===== src/rtl/rsa_ctrl_pkg.sv =====
// Shared widths, defaults and types for the RSA sector scheduler.
package rsa_ctrl_pkg;

    localparam int unsigned SECTOR_W     = 4;
    localparam int unsigned BYTE_CNT_W   = 17;
    localparam int unsigned TMO_W        = 24;
    localparam int unsigned DATA_W       = 8;
    localparam int unsigned DONE_CNT_W   = 5;

    localparam int unsigned DEF_LEN_ALG0 = 40000;
    localparam int unsigned DEF_LEN_ALG1 = 88804;
    localparam int unsigned DEF_TIMEOUT  = 16777215;

    typedef enum logic [2:0] {
        IDLE      = 3'd0,
        START     = 3'd1,
        WAIT_DONE = 3'd2,
        STREAM    = 3'd3,
        ADVANCE   = 3'd4
    } sched_state_t;

    typedef struct packed {
        logic [DATA_W-1:0]   data;
        logic [SECTOR_W-1:0] sector;
        logic                last;
    } out_beat_t;

endpackage


===== src/rtl/rsa_stream_counter.sv =====
// Per-sector byte counter plus the one-cycle registered output stage.
module rsa_stream_counter
    import rsa_ctrl_pkg::*;
#(
    parameter int unsigned LEN_ALG0 = DEF_LEN_ALG0,
    parameter int unsigned LEN_ALG1 = DEF_LEN_ALG1
) (
    input  logic                clk,
    input  logic                rst,
    input  logic                load,
    input  logic                len_sel,
    input  logic                capture,
    input  logic [DATA_W-1:0]   data,
    input  logic [SECTOR_W-1:0] sector,
    output logic                last_c,
    output logic                out_valid,
    output logic [DATA_W-1:0]   out_data,
    output logic [SECTOR_W-1:0] out_sector,
    output logic                out_last
);

    logic [BYTE_CNT_W-1:0] cnt;
    logic [BYTE_CNT_W-1:0] idx;
    logic [BYTE_CNT_W-1:0] len_m1;
    out_beat_t             beat_q;
    logic                  valid_q;

    assign len_m1 = len_sel ? BYTE_CNT_W'(LEN_ALG1 - 1) : BYTE_CNT_W'(LEN_ALG0 - 1);
    // The load cycle itself carries byte 0, so index it as zero there.
    assign idx    = load ? '0 : cnt;
    assign last_c = (idx == len_m1);

    always_ff @(posedge clk) begin
        if (rst) begin
            cnt     <= '0;
            beat_q  <= '0;
            valid_q <= 1'b0;
        end else begin
            valid_q <= capture;
            if (load) begin
                cnt <= BYTE_CNT_W'(1);
            end else if (capture) begin
                cnt <= cnt + BYTE_CNT_W'(1);
            end
            if (capture) begin
                beat_q.data   <= data;
                beat_q.sector <= sector;
                beat_q.last   <= last_c;
            end else begin
                beat_q.last   <= 1'b0;
            end
        end
    end

    assign out_valid  = valid_q;
    assign out_data   = beat_q.data;
    assign out_sector = beat_q.sector;
    assign out_last   = beat_q.last;

endmodule


===== src/rtl/rsa_sector_scheduler.sv =====
// Job controller in front of the RSA ASIP: sequences start/sector per job and
// forwards each sector's gpio byte stream tagged with sector and last marker.
module rsa_sector_scheduler
    import rsa_ctrl_pkg::*;
#(
    parameter int unsigned LEN_ALG0 = DEF_LEN_ALG0,
    parameter int unsigned LEN_ALG1 = DEF_LEN_ALG1,
    parameter int unsigned TIMEOUT  = DEF_TIMEOUT
) (
    input  logic                  clk,
    input  logic                  rst,
    input  logic                  cmd_valid,
    output logic                  cmd_ready,
    input  logic                  cmd_alg,
    input  logic [SECTOR_W-1:0]   cmd_first,
    input  logic [SECTOR_W-1:0]   cmd_last,
    output logic                  asip_selected,
    output logic [SECTOR_W-1:0]   asip_sector,
    output logic                  asip_start,
    input  logic                  asip_done,
    input  logic [DATA_W-1:0]     asip_data,
    output logic                  out_valid,
    output logic [DATA_W-1:0]     out_data,
    output logic [SECTOR_W-1:0]   out_sector,
    output logic                  out_last,
    output logic                  busy,
    output logic                  job_done,
    output logic                  err_timeout,
    output logic [DONE_CNT_W-1:0] sectors_done
);

    sched_state_t        state;
    logic [SECTOR_W-1:0] cur;
    logic [SECTOR_W-1:0] last_q;
    logic                alg_q;
    logic [TMO_W-1:0]    tmo;
    logic                done_q;
    logic                done_rise;
    logic                load;
    logic                capture;
    logic                last_c;

    // Only a fresh 0->1 on reg15 counts; a level left over from the last sector does not.
    assign done_rise = asip_done & ~done_q;
    assign load      = (state == WAIT_DONE) && done_rise;
    assign capture   = load || (state == STREAM);

    always_ff @(posedge clk) begin
        if (rst) begin
            state        <= IDLE;
            cur          <= '0;
            last_q       <= '0;
            alg_q        <= 1'b0;
            tmo          <= '0;
            done_q       <= 1'b0;
            cmd_ready    <= 1'b1;
            busy         <= 1'b0;
            asip_start   <= 1'b0;
            job_done     <= 1'b0;
            err_timeout  <= 1'b0;
            sectors_done <= '0;
        end else begin
            done_q     <= asip_done;
            asip_start <= 1'b0;
            job_done   <= 1'b0;
            case (state)
                IDLE: begin
                    if (cmd_valid) begin
                        alg_q        <= cmd_alg;
                        cur          <= cmd_first;
                        last_q       <= cmd_last;
                        err_timeout  <= 1'b0;
                        sectors_done <= '0;
                        asip_start   <= 1'b1;
                        cmd_ready    <= 1'b0;
                        busy         <= 1'b1;
                        state        <= START;
                    end
                end
                START: begin
                    tmo   <= '0;
                    state <= WAIT_DONE;
                end
                WAIT_DONE: begin
                    // A rising edge beats an expiring timeout in the same cycle.
                    if (done_rise) begin
                        state <= last_c ? ADVANCE : STREAM;
                    end else if (tmo == TMO_W'(TIMEOUT - 1)) begin
                        err_timeout <= 1'b1;
                        job_done    <= 1'b1;
                        cmd_ready   <= 1'b1;
                        busy        <= 1'b0;
                        state       <= IDLE;
                    end else begin
                        tmo <= tmo + TMO_W'(1);
                    end
                end
                STREAM: begin
                    if (last_c) begin
                        state <= ADVANCE;
                    end
                end
                ADVANCE: begin
                    sectors_done <= sectors_done + DONE_CNT_W'(1);
                    if (cur == last_q) begin
                        job_done  <= 1'b1;
                        cmd_ready <= 1'b1;
                        busy      <= 1'b0;
                        state     <= IDLE;
                    end else begin
                        cur        <= cur + SECTOR_W'(1);
                        asip_start <= 1'b1;
                        state      <= START;
                    end
                end
                default: begin
                    state <= IDLE;
                end
            endcase
        end
    end

    assign asip_selected = alg_q;
    assign asip_sector   = cur;

    rsa_stream_counter #(
        .LEN_ALG0 (LEN_ALG0),
        .LEN_ALG1 (LEN_ALG1)
    ) u_stream (
        .clk        (clk),
        .rst        (rst),
        .load       (load),
        .len_sel    (alg_q),
        .capture    (capture),
        .data       (asip_data),
        .sector     (cur),
        .last_c     (last_c),
        .out_valid  (out_valid),
        .out_data   (out_data),
        .out_sector (out_sector),
        .out_last   (out_last)
    );

endmodule


===== config.mk =====
export PLATFORM = sky130hd
export DESIGN_NAME = rsa_sector_scheduler
export DESIGN_NICKNAME = d
export VERILOG_FILES = /design/src/rtl/rsa_ctrl_pkg.sv /design/src/rtl/rsa_stream_counter.sv /design/src/rtl/rsa_sector_scheduler.sv
export SDC_FILE = /design/constraint.sdc
export NUM_CORES = 1
export LEC_CHECK = 0
export CORE_UTILIZATION = 57
export CTS_BUF_LIST = sky130_fd_sc_hd__clkbuf_8
export DETAILED_ROUTE_END_ITERATION = 8
export PLACE_DENSITY = 0.81
export SYNTH_ARGS = -nofsm -noshare
export SYNTH_HDL_FRONTEND = slang
export SYNTH_SLANG_ARGS = --single-unit

===== constraint.sdc =====
create_clock -name clk -period 2.2 [get_ports clk]
set_clock_uncertainty 0.15 [all_clocks]
set_input_delay 0.33 -clock clk [delete_from_list [all_inputs] [get_ports clk]]
set_output_delay 0.33 -clock clk [all_outputs]
set_load 0.05 [all_outputs]

# Word-level counts from Yosys, hierarchy flattened
# Cells that the tools add are included.
# word_totals
ff_bits	78
elab_cells	94
# op_classes
addsub	4
eq_ne	15
muxes	37
bitwise	3
reduce_logical	17
# ops
op	n
$mux W24	2
$pmux W24 S2	1
$mux W17	2
$add A24 B1 Y24 const B	1
$eq A24 B24 Y1 const B	1
$add A17 B1 Y17 const B	1
$eq A17 B17 Y1	1
$mux W1	16
$mux W3	5
$pmux W3 S5	1
$ne A2 B2 Y1 const B	6
$pmux W5 S2	1
$reduce_and A3 Y1	3
$mux W4	2
$pmux W4 S2	1
$reduce_bool A2 Y1	4
$eq A3 B2 Y1 const B	2
$pmux W1 S2	3
$pmux W1 S3	2
$add A5 B1 Y5 const B	1
$mux W5	1
$reduce_and A5 Y1	1
$add A4 B1 Y4 const B	1
$eq A4 B4 Y1	1
13 further kinds	16

# Logic depth before layout (Yosys ltp)
# Gate-level depths: netlist of the first run.
# depth
word_depth	8
ltp_mapped	9

# Cells and area by module
# From an unflattened synthesis of the first run, not the netlist that was laid out.
# unflattened
cells_unflattened	451
hier_area_um2	3865.0
# modules_own_cells
mod	instances	cells_each	area_each_um2
rsa_sector_scheduler	1	309	2488.6
rsa_stream_counter	1	142	1376.3

# Worst setup path before layout of the first run
# Ideal clock, no wire load.
# synth_path
path_kind	register -> register
from	register cur[0], in the netlist asip_sector[0]
to	register cur[2], in the netlist asip_sector[2]
setup_time_ns	0.070
arrival_time_ns	1.855
path_slack_ns	0.124
stages_incl_launch_ff	6
n_path_buf	0
cell_sequence	dfxtp_1 > xor2_1 > nor4_1 > o21a_1 > o21ai_0 > a21oi_1
# synth_via
elab_chain_cells	3
# synth_rtl
element	line	rtl
start, declared	rsa_sector_scheduler.sv:33	logic [SECTOR_W-1:0] cur;
start signal, assigned	rsa_sector_scheduler.sv:70	cur <= cmd_first;
start signal, assigned	rsa_sector_scheduler.sv:111	cur <= cur + SECTOR_W'(1);
$add A4 B1 Y4 / $eq A4 B4 Y1 (equally long branches)	rsa_sector_scheduler.sv:111, rsa_sector_scheduler.sv:105	
$mux W4 / $ne A2 B2 Y1 (equally long branches)	--	
$pmux W4 S2 / $reduce_and A3 Y1 (equally long branches)	--	
# Parallel ways exist; a longest one is shown, timed or not. The select of a mux whose other input is x is not followed.
# A chain may end at the register's enable or synchronous reset.

# Final worst setup path of the first run
# layout_path
from	register cur[2], in the netlist asip_sector[2]
to	output port asip_sector[2]
# layout_lines
element	line	rtl
end, declared	rsa_sector_scheduler.sv:18	output logic [SECTOR_W-1:0] asip_sector,
# No word-level cell between the ends.

==> flow_metrics.py, run 1 <==
metrics = {
    "outcome": {
        "status": "finished clean",
    },
    "grt": {
        "grt_pass1_vias": 3453,
        "grt_pass1_wl_mm": 16.00,
        "track_usage_pct": 27.98,
        "grt_max_degree": 26,
        "grt_overflow": 0,
        "grt_antenna_before_repair": 0,
    },
    "setup_path": {
        "reg2reg_slack_ns": 0.12,
        "slowest_delay_ns": 0.86,
        "start_kind": "flop",
        "crit_arrival_ns": 1.66,
        "crit_type": "flop to output pin",
        "crit_fanout": 6,
        "crit_buf_inv": 1,
        "cp.required_ns": 1.72,
        "reg2reg_from": "tmo[0]",
        "critPathLaunch": "asip_sector[2]",
        "cp_top_family": "buffers and inverters",
        "path_cells": "clkdlybuf4s50_1",
        "worstSetupEndpointType": "output pin",
        "critPathSlowestCell": "clkdlybuf4s50_1",
    },
    "yosys": {
        "synth_commonest_cells": "dfxtp_1, nand2_1, nor2_1",
        "yosysWarnings": 0,
        "yosysUniqueCellTypes": 54,
        "syn_inst": 458,
        "synth_edf_count": 0,
        "yosys.cell_count.top_type": "dfxtp_1",
        "synth_fp_nets": 484,
        "synth_top_area_share_pct": 41.32,
        "syn_avg_cell_area_sq_um": 8.250,
        "ys_ff_latch": 78,
        "syn-cell-area_sq_mm": 0.003779,
        "yosysSeqAreaShare_pct": 41.32,
        "synth_flop_cell": "dfxtp_1",
        "synthTopCellsByArea": "dfxtp_1, nand2_1, a21oi_1",
        "synthArstFlopShare_pct": 0,
        "synth_top_area_cell": "dfxtp_1",
    },
    "final_layout": {
        "area_growth_syn_to_layout_pct": 23.97,
        "nets": 551,
        "diodes": 0,
        "fillers": 474,
        "final_cells": 607,
        "final_util_pct": 73.35,
        "final_area_sq_mm": 0.004684,
        "drive_gt1_share_pct": 13.77,
    },
    "cts": {
        "h-tree-depth": 3,
        "clk_latency_ns": 0.35,
        "path_clk_slew_ns": 0.08,
        "max-clock-path-buffers": 2,
        "numCtsBuffers": 9,
        "cts_num_sinks": 78,
        "ctsRootBufferMaster": "clkbuf_8",
        "cts_tree": "done",
    },
    "drt": {
        "first_pass_iters": 4,
        "drc": 0,
        "wl_met1_mm": 4.312,
        "drt_iter0_markers": 273,
        "wl_met3_microns": 423,
        "top_layer": "met4",
        "drt-wirelength-per-cell_microns": 15.53,
        "ant_nets": 0,
        "route.met2.wl_mm": 4.576,
        "vias_per_cell": 6.010,
        "drt_wl_total_mm": 9.428,
        "vias": 3648,
    },
    "place": {
        "hpwl_mm": 6.563,
        "port-buffer-count": 49,
        "place_area_sq_mm": 0.004466,
        "gp_congestion": 0.8660,
        "numPlacedInstances": 590,
    },
    "timing": {
        "slew_viol_final": 0,
        "max-slew-margin-rel_pct": 51.95,
        "hold_violations": 0,
        "period_needed_ns": 2.142,
        "rsz0062_at_grt": "true",
        "tightest_slew_ns": 0.7200,
        "fmax_mhz": 466.8,
        "fin_setup_tns_ns": 0,
        "finalSetupViolCount": 0,
        "fin_crit_sh_pct": 97.38,
    },
    "floorplanning": {
        "row_count": 29,
        "start_util_pct": 59.17,
        "die_area_sq_mm": 0.006959,
        "dieWidth_microns": 83.42,
        "core_sq_mm": 0.006386,
        "io_pins": 50,
        "die_y_microns": 83.42,
    },
    "hold_path": {
        "min_path_type": "flop to flop",
        "worstHoldStart": "u_stream.out_data[4]",
    },
    "power_and_ir_drop": {
        "vdd_ir_drop_max_v": 0.0004143,
        "power_leakage_nw": 1.796,
        "powerDensity_mw_per_mm2": 635.1,
    },
    "run": {
        "maxCapViolations": 0,
    },
}
[flip-flops by register name, summed over array words and instances (netlist names)]
name and count:
asip_sector 4, asip_selected 1, asip_start 1, busy 1
cmd_ready 1, done_q 1, err_timeout 1, job_done 1
last_q 4, sectors_done 5, state 3, tmo 24
u_stream.cnt 17, u_stream.out_data 8, u_stream.out_last 1, u_stream.out_sector 4
u_stream.out_valid 1
[final timing paths]
check | end | cells after the start
worst max-delay path | asip_sector[2] | 1
worst max register to register | tmo[4] | 8
worst min-delay path | u_stream.out_data[4] | 2
worst min register to register | u_stream.out_data[4] | 2
[layout by cell type (no fill, tap or decap), types with 7 or more instances in the layout]
master and n:
a21oi_1 42, a31o_2 7, a31oi_1 8, and3_1 7
buf_4 34, clkbuf_8 10, clkdlybuf4s50_1 48, dfxtp_1 77
inv_1 8, nand2_1 69, nand3_1 15, nand4_1 16
nor2_1 48, nor3_1 12, o21ai_0 7, xnor2_1 8
xor2_1 10
[cell families (layout without fill, tap and decap cells)]
family | Yosys count | after routing | synth area share, %
AO/OA/AOI/OAI | 102 | 102 | 17.72
XOR/XNOR | 18 | 18 | 4.172
adder cells (fa/ha/maj) | 5 | 5 | 1.656
buffers and inverters | 33 | 105 | 4.602
flip-flops | 78 | 78 | 41.32
multiplexers | 3 | 3 | 0.7947
AND/OR/NAND/NOR | 219 | 219 | 29.74
[report_power, final]
part | total, mW | leakage [nW] | internal, mW | switching [mW]
clock | 1.06 | 0.110 | 0.544 | 0.518
combinational | 0.433 | 1.05 | 0.172 | 0.262
sequential | 1.48 | 0.632 | 1.44 | 0.0347
total | 2.98 | 1.80 | 2.16 | 0.815
[area by class of cell]
class	instances	area [sq um]	share of cell area [%]
clock buffers	10	137.6	2.938
multi-input cells	347	2054	43.86
repair buffers	84	759.5	16.21
inverters	5	18.77	0.4006
clock inverters	6	55.05	1.175
flip-flops and latches	78	1563	33.36
well taps	77	96.34	2.057
[metrics by stage]
step	setup slack [ns]	hold slack, ns	total power [mW]
after floorplan	0.1241	0.2969	1.765
after global placement	-0.1120	0.2926	1.924
after detailed placement	-0.1819	0.2965	1.936
after CTS	0.02810	0.3077	2.976
after global routing	-0.007037	0.3262	3.085
final	0.05774	0.3079	2.975
[repair_timing]
item | 4_1_cts | 5_1_grt
endpoints found under the hold margin | 0 | 0
endpoints found under the setup margin | 0 | 16
hold buffers | 0 | 0
gates resized for setup | 0 | 6
setup buffers | 0 | 1
[routing by layer]
metal  up-vias  track usage (%)
met5         -                0
met4         0            7.858
met3        11            5.666
met2       100            46.13
met1      1760            37.34
li1       1777                -
(Power assumes the default switching activity.)
==> run 2, diff against run 1 <==
--- a/config.mk
+++ b/config.mk
@@ -7,2 +7,3 @@
 export LEC_CHECK = 0
+export CORE_ASPECT_RATIO = 0.6
 export CORE_UTILIZATION = 57
@@ -10,2 +11,3 @@
 export DETAILED_ROUTE_END_ITERATION = 8
+export GPL_TIMING_DRIVEN = 1
 export PLACE_DENSITY = 0.81
--- a/constraint.sdc
+++ b/constraint.sdc
@@ -4,2 +4,2 @@
 set_output_delay 0.33 -clock clk [all_outputs]
-set_load 0.05 [all_outputs]
+set_load 0.02 [all_outputs]
==> flow_metrics.py, run 2 (synthesized netlist as in run 1, its figures left out) <==
metrics = {
    "drt": {
        "first_pass_iters": 4,
        "drt_wl_total_mm": 9.800,
        "drt-wirelength-per-cell_microns": 16.09,
        "ant_nets": 0,
        "vias_per_cell": 5.939,
        "drt_iter0_markers": 304,
        "drc": 0,
        "vias": 3617,
    },
    "floorplanning": {
        "core_sq_mm": 0.006248,
        "start_util_pct": 60.47,
        "die_area_sq_mm": 0.006969,
        "io_pins": 50,
        "row_count": 22,
        "die_y_microns": 65.07,
        "dieWidth_microns": 107.1,
    },
    "hold_path": {
        "min_path_type": "flop to flop",
    },
    "final_layout": {
        "area_growth_syn_to_layout_pct": 23.81,
        "largest_reg_flops": 24,
        "final_cells": 609,
        "area.sequential_sq_mm": 0.001562,
        "diodes": 0,
        "nets": 546,
        "layout_commonest_cell": "dfxtp_1",
        "final_util_pct": 74.87,
        "drive_gt1_share_pct": 12.57,
        "fillers": 479,
        "final_cell_mix": "dfxtp_1, nand2_1, nor2_1, clkdlybuf4s50_1, a21oi_1",
        "largest-register": "tmo",
        "multi_input_comb_area_sq_mm": 0.002043,
    },
    "setup_path": {
        "crit_arrival_ns": 2.25,
        "start_kind": "flop",
        "crit_type": "flop to flop",
        "critPathSlowestCell": "nor4_4",
        "slowest_delay_ns": 0.55,
        "cp.required_ns": 2.31,
        "cp_top_family": "simple AND/OR/NAND/NOR gates",
        "path_cells": "nand3_1, nor4_4, and3_2, a21oi_1, buf_4, a31o_2",
        "crit_fanout": 9,
        "crit_buf_inv": 1,
        "worstSetupEndpointType": "flop",
    },
    "outcome": {
        "status": "finished clean",
    },
    "cts": {
        "path_clk_slew_ns": 0.09,
        "cts_num_sinks": 78,
        "cts_tree": "done",
        "max-clock-path-buffers": 2,
        "clk_latency_ns": 0.37,
        "hold_buffers": 0,
        "numCtsBuffers": 9,
        "cts_post_setup_buffers_inserted": 0,
        "ctsRootBufferMaster": "clkbuf_8",
        "cts_resized": 0,
        "h-tree-depth": 3,
    },
    "place": {
        "detailedPlace.worstSlack_ns": -0.1573,
        "gp_congestion": 0.8679,
        "hpwl_mm": 6.876,
        "numPlacedInstances": 593,
        "port-buffer-count": 49,
    },
    "timing": {
        "slew_viol_final": 0,
        "max-slew-margin-rel_pct": 67.42,
        "finalSetupViolCount": 0,
        "fin_crit_sh_pct": 97.10,
        "finalWorstSetupSlack_ns": 0.06379,
        "fmax_mhz": 468.1,
        "hold_violations": 0,
        "tightest_slew_ns": 0.4851,
        "rsz0062_at_grt": "false",
        "period_needed_ns": 2.136,
        "whs_ns": 0.3056,
    },
    "power_and_ir_drop": {
        "power_leakage_nw": 1.766,
        "vdd_ir_drop_max_v": 0.0005727,
        "total_switching_power_uw": 779.1,
        "power.share.clock_pct": 40.2,
        "pwr-share-comb_pct": 12.3,
        "power_frac_seq_pct": 47.5,
        "switching_share_pct": 24.98,
        "powerDensity_mw_per_mm2": 666.7,
        "intPower_mw": 2.340,
    },
    "grt": {
        "grt_antenna_before_repair": 0,
        "grt_pass1_wl_mm": 16.22,
        "grt_overflow": 0,
        "track_usage_pct": 30.38,
        "grt_max_degree": 45,
        "grt_pass1_vias": 3357,
    },
    "run": {
        "maxCapViolations": 0,
    },
}
-- run 2: worst reg2reg max path, delay by kind of cell (launching register included) --
| family | cells | cell delay [ns] |
|---|---|---|
| AND/OR/NAND/NOR | 3 | 1.06 |
| flip-flops | 1 | 0.39 |
| AO/OA/AOI/OAI | 2 | 0.29 |
| buffers and inverters | 1 | 0.15 |
-- run 2: worst paths after layout --
| kind | slack [ns] | depth (start not counted) | startpoint | end |
|---|---|---|---|---|
| worst max-delay path | 0.06 | 6 | tmo[19] | tmo[4] |
| worst min-delay path | 0.31 | 2 | u_stream.out_data[1] | u_stream.out_data[1] |
| worst max register to register | 0.06 | 6 | tmo[19] | tmo[4] |
| worst min register to register | 0.31 | 2 | u_stream.out_data[1] | u_stream.out_data[1] |
-- run 2: power by group through the flow --
| stage | Clock (mW) | Sequential (mW) | Combinational (mW) |
|---|---|---|---|
| after floorplan | 0 | 1.53 | 0.192 |
| final | 1.25 | 1.48 | 0.383 |
| after global routing | 1.32 | 1.49 | 0.415 |
| after CTS | 1.27 | 1.48 | 0.379 |
| after detailed placement | 0 | 1.51 | 0.376 |
| after global placement | 0 | 1.51 | 0.365 |
-- run 2: area by class of cell --
type / count / share of cell area, %
clock inverter: 4 / 1.471
timing repair buffer: 79 / 15.30
multi-input combinational: 347 / 43.67
tap: 84 / 2.247
inverter: 5 / 0.4012
sequential: 78 / 33.38
clock buffer: 12 / 3.530
-- run 2: stage by stage --
| stage | power, mW | instance area [sq um] | TNS, ns |
|---|---|---|---|
| global route | 3.222 | 4678 | 0 |
| detailed placement | 1.889 | 4444 | -0.8672 |
| finish | 3.119 | 4678 | 0 |
| global placement | 1.876 | 4444 | -0.4251 |
| CTS | 3.128 | 4678 | 0 |
| floorplan | 1.718 | 3779 | 0 |
-- run 2: per-layer routing --
layer / vias to the layer above / routed length, microns / global-route usage [%]
li1: 1772 / - / -
met2: 116 / 4186 / 44.84
met5: - / 0 / 0
met4: 0 / 113 / 9.075
met3: 12 / 782 / 10.06
met1: 1717 / 4718 / 41.84
==> run 3, diff against run 2 <==
PLACE_DENSITY = 0.94   (was 0.81)
==> flow_metrics.py, run 3 (synthesized netlist as in run 1, its figures left out) <==
metrics = {
    "outcome": {
        "status": "finished clean",
    },
    "timing": {
        "tightest_slew_ns": 0.5384,
        "slew_viol_final": 0,
        "period_needed_ns": 2.131,
        "max-slew-margin-rel_pct": 63.63,
        "hold_violations": 0,
        "fmax_mhz": 469.3,
        "rsz0062_at_grt": "false",
        "finalSetupViolCount": 0,
        "finalWorstSetupSlack_ns": 0.06910,
        "fin_crit_sh_pct": 96.86,
    },
    "power_and_ir_drop": {
        "powerDensity_mw_per_mm2": 607.0,
        "vdd_ir_drop_max_v": 0.0003627,
        "power_mw": 2.809,
        "power_leakage_nw": 1.727,
    },
    "floorplanning": {
        "die_area_sq_mm": 0.006969,
        "row_count": 22,
        "io_pins": 50,
        "core_sq_mm": 0.006248,
        "dieWidth_microns": 107.1,
        "die_y_microns": 65.07,
        "start_util_pct": 60.47,
    },
    "cts": {
        "numCtsBuffers": 9,
        "clk_latency_ns": 0.35,
        "ctsRootBufferMaster": "clkbuf_8",
        "max-clock-path-buffers": 2,
        "cts_tree": "done",
        "path_clk_slew_ns": 0.08,
        "cts_num_sinks": 78,
        "h-tree-depth": 3,
    },
    "final_layout": {
        "drive_gt1_share_pct": 12.98,
        "fillers": 391,
        "layout_commonest_cell": "dfxtp_1",
        "diodes": 0,
        "area_growth_syn_to_layout_pct": 22.48,
        "largest-register": "tmo",
        "final_cells": 608,
        "nets": 546,
        "final_cell_mix": "dfxtp_1, nand2_1, nor2_1, clkdlybuf4s50_1, a21oi_1",
        "largest_reg_flops": 24,
    },
    "drt": {
        "drc": 0,
        "ant_nets": 0,
        "drt_iter0_markers": 454,
        "drt_wl_total_mm": 10.49,
        "vias_per_cell": 6.262,
        "drt-wirelength-per-cell_microns": 17.25,
        "first_pass_iters": 7,
        "vias": 3807,
    },
    "setup_path": {
        "crit_path_frequent_cell": "buf_4",
        "slowest_delay_ns": 0.41,
        "critPathSlowestCell": "or4_1",
        "crit_type": "flop to flop",
        "crit_arrival_ns": 2.26,
        "crit_fanout": 9,
        "worstSetupEndpointType": "flop",
        "start_kind": "flop",
        "cp.required_ns": 2.33,
        "path_cells": "inv_1, ha_1, nand2_2, nor4_4, buf_4, buf_4, a41o_4, or4_1, a21oi_1",
    },
    "grt": {
        "grt_max_degree": 35,
        "grt_pass1_wl_mm": 17.10,
        "grt_pass1_vias": 3571,
        "grt_antenna_before_repair": 0,
        "grt_overflow": 0,
        "track_usage_pct": 31.74,
    },
    "run": {
        "maxCapViolations": 0,
    },
    "place": {
        "detailedPlace.worstSlack_ns": -0.1758,
        "port-buffer-count": 49,
        "gp_congestion": 0.9251,
        "numPlacedInstances": 591,
        "hpwl_mm": 7.323,
    },
    "hold_path": {
        "min_path_type": "flop to flop",
    },
}
==> run 3: changes by cell type in the layout (fill, tap and decap cells not counted), sizes merged <==
cell and delta:
clkbuf -3, bufinv -2, clkinvlp +3, inv +1
==> run 3: what timing repair did <==
| item | 4_1_cts | 5_1_grt |
|---|---|---|
| setup endpoints to repair | 0 | 19 |
| hold buffers | 0 | 0 |
| resized for setup | 0 | 5 |
| buffers inserted | 0 | 2 |
==> run 3: power breakdown <==
part           switching (mW)  internal, mW  total, mW
combinational           0.224         0.169      0.393
clock                   0.532         0.401      0.933
sequential             0.0394          1.44       1.48
total                   0.796          2.01       2.81
==> run 3: critical path: cells and delay by family (launching register included) <==
family	cells	cell delay (ns)
adder cells (fa/ha/maj)	1	0.22
AND/OR/NAND/NOR	3	0.54
flip-flops	1	0.37
AO/OA/AOI/OAI	2	0.42
buffers and inverters	3	0.36
==> run 3: layout make-up <==
cell class,count,area [sq um],share of cell area [%]
multi-input cells,347,2059,44.50
flip-flops and latches,78,1565,33.82
repair buffers,79,715.7,15.46
clock buffers,9,123.9,2.676
well taps,84,105.1,2.271
clock inverters,6,40.04,0.8651
inverters,5,18.77,0.4055
==> run 3: path summary, 6_finish.rpt <==
| path | startpoint | to | slack (ns) | cells after the start |
|---|---|---|---|---|
| max reg2reg | tmo[0] | tmo[21] | 0.07 | 9 |
| min reg2reg | u_stream.out_data[1] | u_stream.out_data[1] | 0.31 | 2 |
| min | u_stream.out_data[1] | u_stream.out_data[1] | 0.31 | 2 |
| max | tmo[0] | tmo[21] | 0.07 | 9 |
==> run 3: stage by stage <==
stage,setup TNS (ns),utilization (%),area (sq um),hold WS [ns]
finish,0,74.07,4628,0.3056
global placement,-0.4435,70.89,4429,0.2912
CTS,0,73.51,4593,0.3056
global route,0,74.07,4628,0.3311
floorplan,0,-,3779,0.2969
detailed placement,-1.174,70.89,4429,0.2957
==> run 3: routing by layer <==
| metal | GRT usage, % | up-vias | routed length, microns |
|---|---|---|---|
| met2 | 49.44 | 230 | 4679 |
| met3 | 8.149 | 32 | 1144 |
| met4 | 12.16 | 0 | 224 |
| met1 | 42.28 | 1768 | 4442 |
| li1 | - | 1777 | - |
| met5 | 0 | - | 0 |
